==> config.mk <==
export PLATFORM = sky130hd
export DESIGN_NAME = skin_decider
export DESIGN_NICKNAME = d
export VERILOG_FILES = /design/src/rtl/skin_decider.sv
export SDC_FILE = /design/constraint.sdc
export NUM_CORES = 1
export LEC_CHECK = 0
export ABC_AREA = 0
export CAP_MARGIN = 5
export CORE_AREA = 2 2 39 41
export DETAILED_ROUTE_END_ITERATION = 6
export DIE_AREA = 0 0 41 43
export PLACE_DENSITY_LB_ADDON = 0.3
export SYNTH_ARGS = -nofsm -noshare
export SYNTH_HDL_FRONTEND = slang
export SYNTH_SLANG_ARGS = --single-unit
==> constraint.sdc <==
create_clock -name clk -period 1.6 [get_ports clk]
set_input_delay 0.16 -clock clk [delete_from_list [all_inputs] [get_ports clk]]
set_output_delay 0.16 -clock clk [all_outputs]
set_load 0.005 [all_outputs]
==> src/rtl/skin_decider.sv <==
// Per-pixel YCbCr skin-tone classifier with a registered one-bit flag.
// Optional luma window gate enabled by defining SKIN_LUMA_GATE_EN.
module skin_decider #(
    parameter int unsigned CB_MIN   = 77,
    parameter int unsigned CB_MAX   = 127,
    parameter int unsigned CR_MIN   = 133,
    parameter int unsigned CR_MAX   = 173,
    parameter int unsigned LUMA_MIN = 40,
    parameter int unsigned LUMA_MAX = 240
) (
    input  logic       clk,
    input  logic       rst,
    input  logic [7:0] luma_ch,
    input  logic [7:0] cb_ch,
    input  logic [7:0] cr_ch,
    output logic       skin_pix
);

    localparam int unsigned CMP_W = 32;

    logic cb_in;
    logic cr_in;
    logic luma_in;
    logic hit;

    // Inclusive windows compared at full parameter width, so MIN > MAX never matches
    assign cb_in = (CMP_W'(cb_ch) >= CB_MIN) && (CMP_W'(cb_ch) <= CB_MAX);
    assign cr_in = (CMP_W'(cr_ch) >= CR_MIN) && (CMP_W'(cr_ch) <= CR_MAX);

`ifdef SKIN_LUMA_GATE_EN
    assign luma_in = (CMP_W'(luma_ch) >= LUMA_MIN) && (CMP_W'(luma_ch) <= LUMA_MAX);
`else
    logic luma_unused;
    assign luma_unused = ^{luma_ch, CMP_W'(LUMA_MIN), CMP_W'(LUMA_MAX)};
    assign luma_in     = 1'b1;
`endif

    assign hit = cb_in && cr_in && luma_in;

    always_ff @(posedge clk) begin
        if (rst) begin
            skin_pix <= 1'b0;
        end else begin
            skin_pix <= hit;
        end
    end

endmodule

==> out/results.tsv, run 1 <==
stage	metric	value	unit
finish	nNetsFinal	56	
critical_path	cpMaxStageDelayCell	clkdlybuf4s50_1	
timing	hold_viol	0	
critical_path	critPathCaptureType	register	
floorplanning	dieArea	1760	um2
global_routing	grtUsageTotal	5.41	%
finish	design_area	290	um2
timing	setup-tns-final	0	ns
synth	synthCells	10	
critical_path	critical_path.cell_chain	clkdlybuf4s50_1, and4bb_1, nand3_1, a211oi_2	
route	drtAntennaViolNets	0	
synth	avgSynthCellArea	9.01	um2
synth	synth_area	90.1	um2
critical_path	crit_path_end	skin_pix	
global_routing	antenna_found_initial	0	
critical_path	crit_family	buffers and inverters	
placement	placed_area	290	um2
critical_path	crit_type	in2reg	
critical_path	slowest_delay	0.40	ns
synth	synth_seq_cells	1	
route	vias	160	
synth	yosysWarnings	0	
timing	fin_crit_sh	73.0	%
timing	rsz0062_at_grt	no	
floorplanning	die_h	43	um
timing	slew_viol_final	0	
pwr	ir_drop	0.0868	mV
placement	io_buffer_count	18	
finish	top_register	skin_pix	
route	viasPerCell	3.64	
critical_path	startpoint	cr_ch[6]	
finish	syn_to_final_growth	222	%
clocking	cts_resized	0	
critical_path	cp.depth	4	
clocking	clkTransAtPathRegs	0	ns
finish	multi_input_area	70.1	um2
route	drt_pre_antenna_iters	3	
synth	yosysSeqAreaShare	22.2	%
finish	largest_reg_flops	1	
floorplanning	initial_utilization	6.51	%
placement	globalplace.congestion	0.606	
floorplanning	ios	27	
synth	syn-num-nets	36	
flow_run	drv_cap	0	
timing	setup_viol	0	
route	drc	0	
floorplanning	die_w	41	um
outcome	status	completed	
clocking	ctsHoldBuffers	0	
worst_hold_path	holdPathStages	3	
synth	yosysTopAreaCell	dfxtp_1	
critical_path	cp.arrival	1.09	ns
timing	clock.fmax	856	MHz
timing	slew_headroom	86.6	%
clocking	post_cts_buffers	0	
finish	antennaDiodeCount	0	
floorplanning	core_area	1380	um2
route	wirelength	498	um
timing	tightestPinTransition	0.199	ns
critical_path	worstPathRequired	1.52	ns
pwr	p_leak	0.000103	uW
finish	drive_gt1_share	7.14	%
critical_path	path_max_fanout	1	
worst_hold_path	hp-class	in2reg	
global_routing	grt_pass1_vias	177	
global_routing	grt_max_degree	4	
pwr	power_density	273	nW/um2
route	drt-wirelength-per-cell	11.3	um
synth	synth_top_area_share	22.2	%
finish	largestRegisters	skin_pix x1	
floorplanning	rows	14	
critical_path	path_buf_inv	1	
critical_path	crit_path_start_kind	input pin	
finish	seqCellArea	20.0	um2
synth	synth_area_leaders	dfxtp_1 22%, a211oi_2 14%, and4bb_1 14%, nor3_1 11%, o211a_1 11%	
global_routing	grt_pass1_wl	710	um
route	drt-initial-drc-count	2	
global_routing	overflow	0	
finish	fillers	149	
synth	synth_cell_types	9	
timing	finalCriticalPeriod	1.17	ns
## synth_stat cells, drive strengths merged
master	n
nor3	2
a211oi	1
a21oi	1
and4bb	1
dfxtp	1
nand3	1
nand4	1
o211a	1
o21ai	1
## per-stage QoR
stage | setup WS (ns) | total power, uW | utilization (%) | cells | hold slack, ns
6_report | 0.431 | 79.2 | 21.0 | 44 | 0.818
5_1_grt | 0.362 | 83.0 | 21.0 | 44 | 0.887
4_1_cts | 0.423 | 79.7 | 21.0 | 44 | 0.820
3_5_place_dp | 0.426 | 79.2 | 21.0 | 44 | 0.814
3_3_place_gp | 0.443 | 78.6 | 21.0 | 44 | 0.810
2_1_floorplan | 0.885 | 33.1 | - | 10 | 0.346
## layout make-up
class | instances | area share, %
multi-input cells | 9 | 24.1
flip-flops and latches | 1 | 6.90
well taps | 16 | 6.90
repair buffers | 18 | 62.1
## worst min-delay path, delay by kind of cell
| kind | cells | cell delay [ns] |
|---|---|---|
| buffers and inverters | 1 | 0.42 |
| AO/OA/AOI/OAI | 2 | 0.18 |
## layer usage
metal  global-route usage (%)  vias to the layer above  part of all wire [%]
li1                         -                       79                     -
met1                     8.28                       62                    50
met2                     7.50                       19                    27
met3                     2.09                        0                    23
met4                        0                        0                     0
met5                        0                        -                     0
## cell usage in the layout, fill, tap and decap left out
master and count:
o211a_1 1, a21oi_2 1, nand3_1 1, nor3_1 2, o21ai_0 1, a211oi_2 1, and4bb_1 1, clkdlybuf4s50_1 18
dfxtp_1 1, nand4_1 1
## worst min path at each step
stage,from,to
2_1_floorplan,cr_ch[2],skin_pix
3_3_place_gp,cr_ch[2],skin_pix
3_5_place_dp,cr_ch[2],skin_pix
4_1_cts,cr_ch[2],skin_pix
5_1_grt,cr_ch[2],skin_pix
6_report,cr_ch[2],skin_pix
## cells by family after synthesis
| group | synth area share [%] |
|---|---|
| AND/OR/NAND/NOR | 37.5 |
| AO/OA/AOI/OAI | 40.3 |
| flip-flops | 22.2 |
## power breakdown
part	internal [uW]	switching (uW)
combinational	41.1	12.2
sequential	25.8	0.0888
clock	0	0
total	66.9	12.3
(Power assumes the default switching activity.)
==> run 2, diff against run 1 <==
==> constraint.sdc (replaced) <==
create_clock -name clk -period 1 [get_ports clk]
set_input_delay 0.1 -clock clk [delete_from_list [all_inputs] [get_ports clk]]
set_output_delay 0.1 -clock clk [all_outputs]
set_load 0.005 [all_outputs]
==> run 2 against run 1 <==
Via count rose by 2.5%. Sequential share of layout area is 0.28 points lower. Wire length is 7.6% higher. Sequential power rose by 60%. Critical path depth unchanged. Cell count unchanged. First-iteration DRC count is 100% lower. Power grew 46%. Hold slack lost 0.42 ns. Largest power group unchanged.
==> out/results.tsv, run 2 (synthesis gave the netlist of run 1 again) <==
stage	metric	value	unit	change
placement	placed_area	290	um2	unchanged
pwr	p_leak	0.000162	uW	+58%
route	drc	0		unchanged
timing	fin_crit_sh	93.1	%	
clocking	clkTransAtPathRegs	0	ns	unchanged
floorplanning	dieArea	1760	um2	unchanged
pwr	pwr-share-seq	35.9	%	+3.3 points
floorplanning	die_h	43	um	unchanged
route	wirelength	536	um	+7.6%
floorplanning	rows	14		unchanged
floorplanning	core_area	1380	um2	unchanged
timing	setup-tns-final	0	ns	unchanged
route	drtAntennaViolNets	0		unchanged
pwr	clkPwrFrac	0	%	unchanged
finish	top_register	skin_pix		
floorplanning	ios	27		unchanged
pwr	swShare	19.6	%	+4.0 points
outcome	status	completed		
critical_path	cp.arrival	0.85	ns	-0.24 ns
clocking	ctsHoldBuffers	0		unchanged
global_routing	grt_pass1_vias	189		+6.8%
global_routing	grt_busiest_layer	met2		
timing	rsz0062_at_grt	no		
critical_path	slowest_delay	0.25	ns	-0.15 ns
critical_path	crit_path_start_kind	input pin		
global_routing	met2_usage	8.75	%	+1.2 points
timing	slew_headroom	87.0	%	+0.40 points
global_routing	grt_pass1_wl	759	um	+6.9%
pwr	p_int	92.8	uW	+39%
finish	final_cell_mix	8 x dlygate4sd2_1, 5 x dlymetal6s2s_1, 4 x clkdlybuf4s50_1		
critical_path	path_max_fanout	1		unchanged
finish	syn_to_final_growth	236	%	
critical_path	crit_type	in2reg		
finish	antennaDiodeCount	0		unchanged
global_routing	grtUsageTotal	5.81	%	+0.40 points
pwr	pwr-share-comb	64.1	%	-3.3 points
finish	multi_input_area	80.1	um2	+14%
critical_path	worstPathRequired	0.92	ns	-0.60 ns
floorplanning	die_w	41	um	unchanged
finish	largest_reg_flops	1		unchanged
route	vias	164		+2.5%
timing	hold_viol	0		unchanged
route	drt_pre_antenna_iters	1		-2
timing	clock.fmax	1070	MHz	
floorplanning	initial_utilization	6.51	%	unchanged
flow_run	drv_cap	0		unchanged
finish	design_area	303	um2	+4.3%
critical_path	cpMaxStageDelayCell	and4bb_1		
timing	setup_viol	0		unchanged
timing	tightestPinTransition	0.193	ns	-0.00546 ns
timing	finalCriticalPeriod	0.931	ns	
placement	globalplace.congestion	0.606		unchanged
clocking	post_cts_buffers	0		unchanged
placement	io_buffer_count	18		unchanged
critical_path	critPathCaptureType	register		
global_routing	grt_use_met1	8.28	%	unchanged
finish	nNetsFinal	56		unchanged
pwr	ir_drop	0.134	mV	+55%
finish	final_util	21.9	%	+0.90 points
route	viasPerCell	3.73		+2.5%
pwr	power_density	381	nW/um2	+40%
finish	drive_gt1_share	14.3	%	+7.1 points
route	drt-initial-drc-count	0		-2
critical_path	critical_path.cell_chain	dlygate4sd2_1, and4bb_1, nand3_2, a211oi_2		
pwr	switchingPower	22.6	uW	+83%
pwr	power	115	uW	+46%
worst_hold_path	hp-class	in2reg		
global_routing	overflow	0		unchanged
route	drt-wirelength-per-cell	12.2	um	+7.6%
global_routing	grt_max_degree	4		unchanged
finish	seqCellArea	20.0	um2	unchanged
timing	slew_viol_final	0		unchanged
finish	fillers	157		+5.4%
global_routing	antenna_found_initial	0		unchanged
global_routing	gr-usage-met3	2.09	%	unchanged
timing	hold-worst-slack	0.393	ns	-0.425 ns
finish	largestRegisters	skin_pix x1		
finish	final_common_cell	dlygate4sd2_1		
-- run 2: worst max-delay path: cells and delay by family --
family | cells | cell delay (ns)
simple gates | 2 | 0.33
buf+inv | 1 | 0.23
compound gates | 1 | 0.19
-- run 2: final cells by class --
cell class                      instances  area share [%]
Sequential cell                         1            6.61
Timing Repair Buffer                   18            60.3
Tap cell                               16            6.61
Multi-Input combinational cell          9            26.4
-- run 2: path summary, 6_finish.rpt --
| path | startpoint | endpoint | slack, ns | cells past startpoint |
|---|---|---|---|---|
| max | cb_ch[7] | skin_pix | 0.07 | 4 |
| min | rst | skin_pix | 0.39 | 4 |
-- run 2: power groups by stage --
stage                     clock network [uW]  registers [uW]  logic [uW]
after floorplan                            0            41.4        11.5
after global placement                     0            41.3        84.5
after detailed placement                   0            41.4        85.4
after CTS                                  0            41.4        76.0
after global routing                       0            41.4        79.6
final                                      0            41.3        74.0
-- run 2: layer usage --
metal,wire (um),up-vias
li1,-,80
met1,257,65
met2,167,19
met3,111,0
met4,0,0
met5,0,-
-- run 2: repair_timing --
| item | in CTS | in global routing |
|---|---|---|
| pin swaps | 4 | 5 |
| resized for setup | 11 | 7 |
| setup endpoints to repair | 1 | 1 |
-- run 2: through the flow --
stage / setup slack, ns / std cells
detailed placement: -0.114 / 44
global route: 0.00719 / 44
CTS: 0.00175 / 44
global placement: -0.0966 / 44
finish: 0.0691 / 44
floorplan: 0.345 / 10
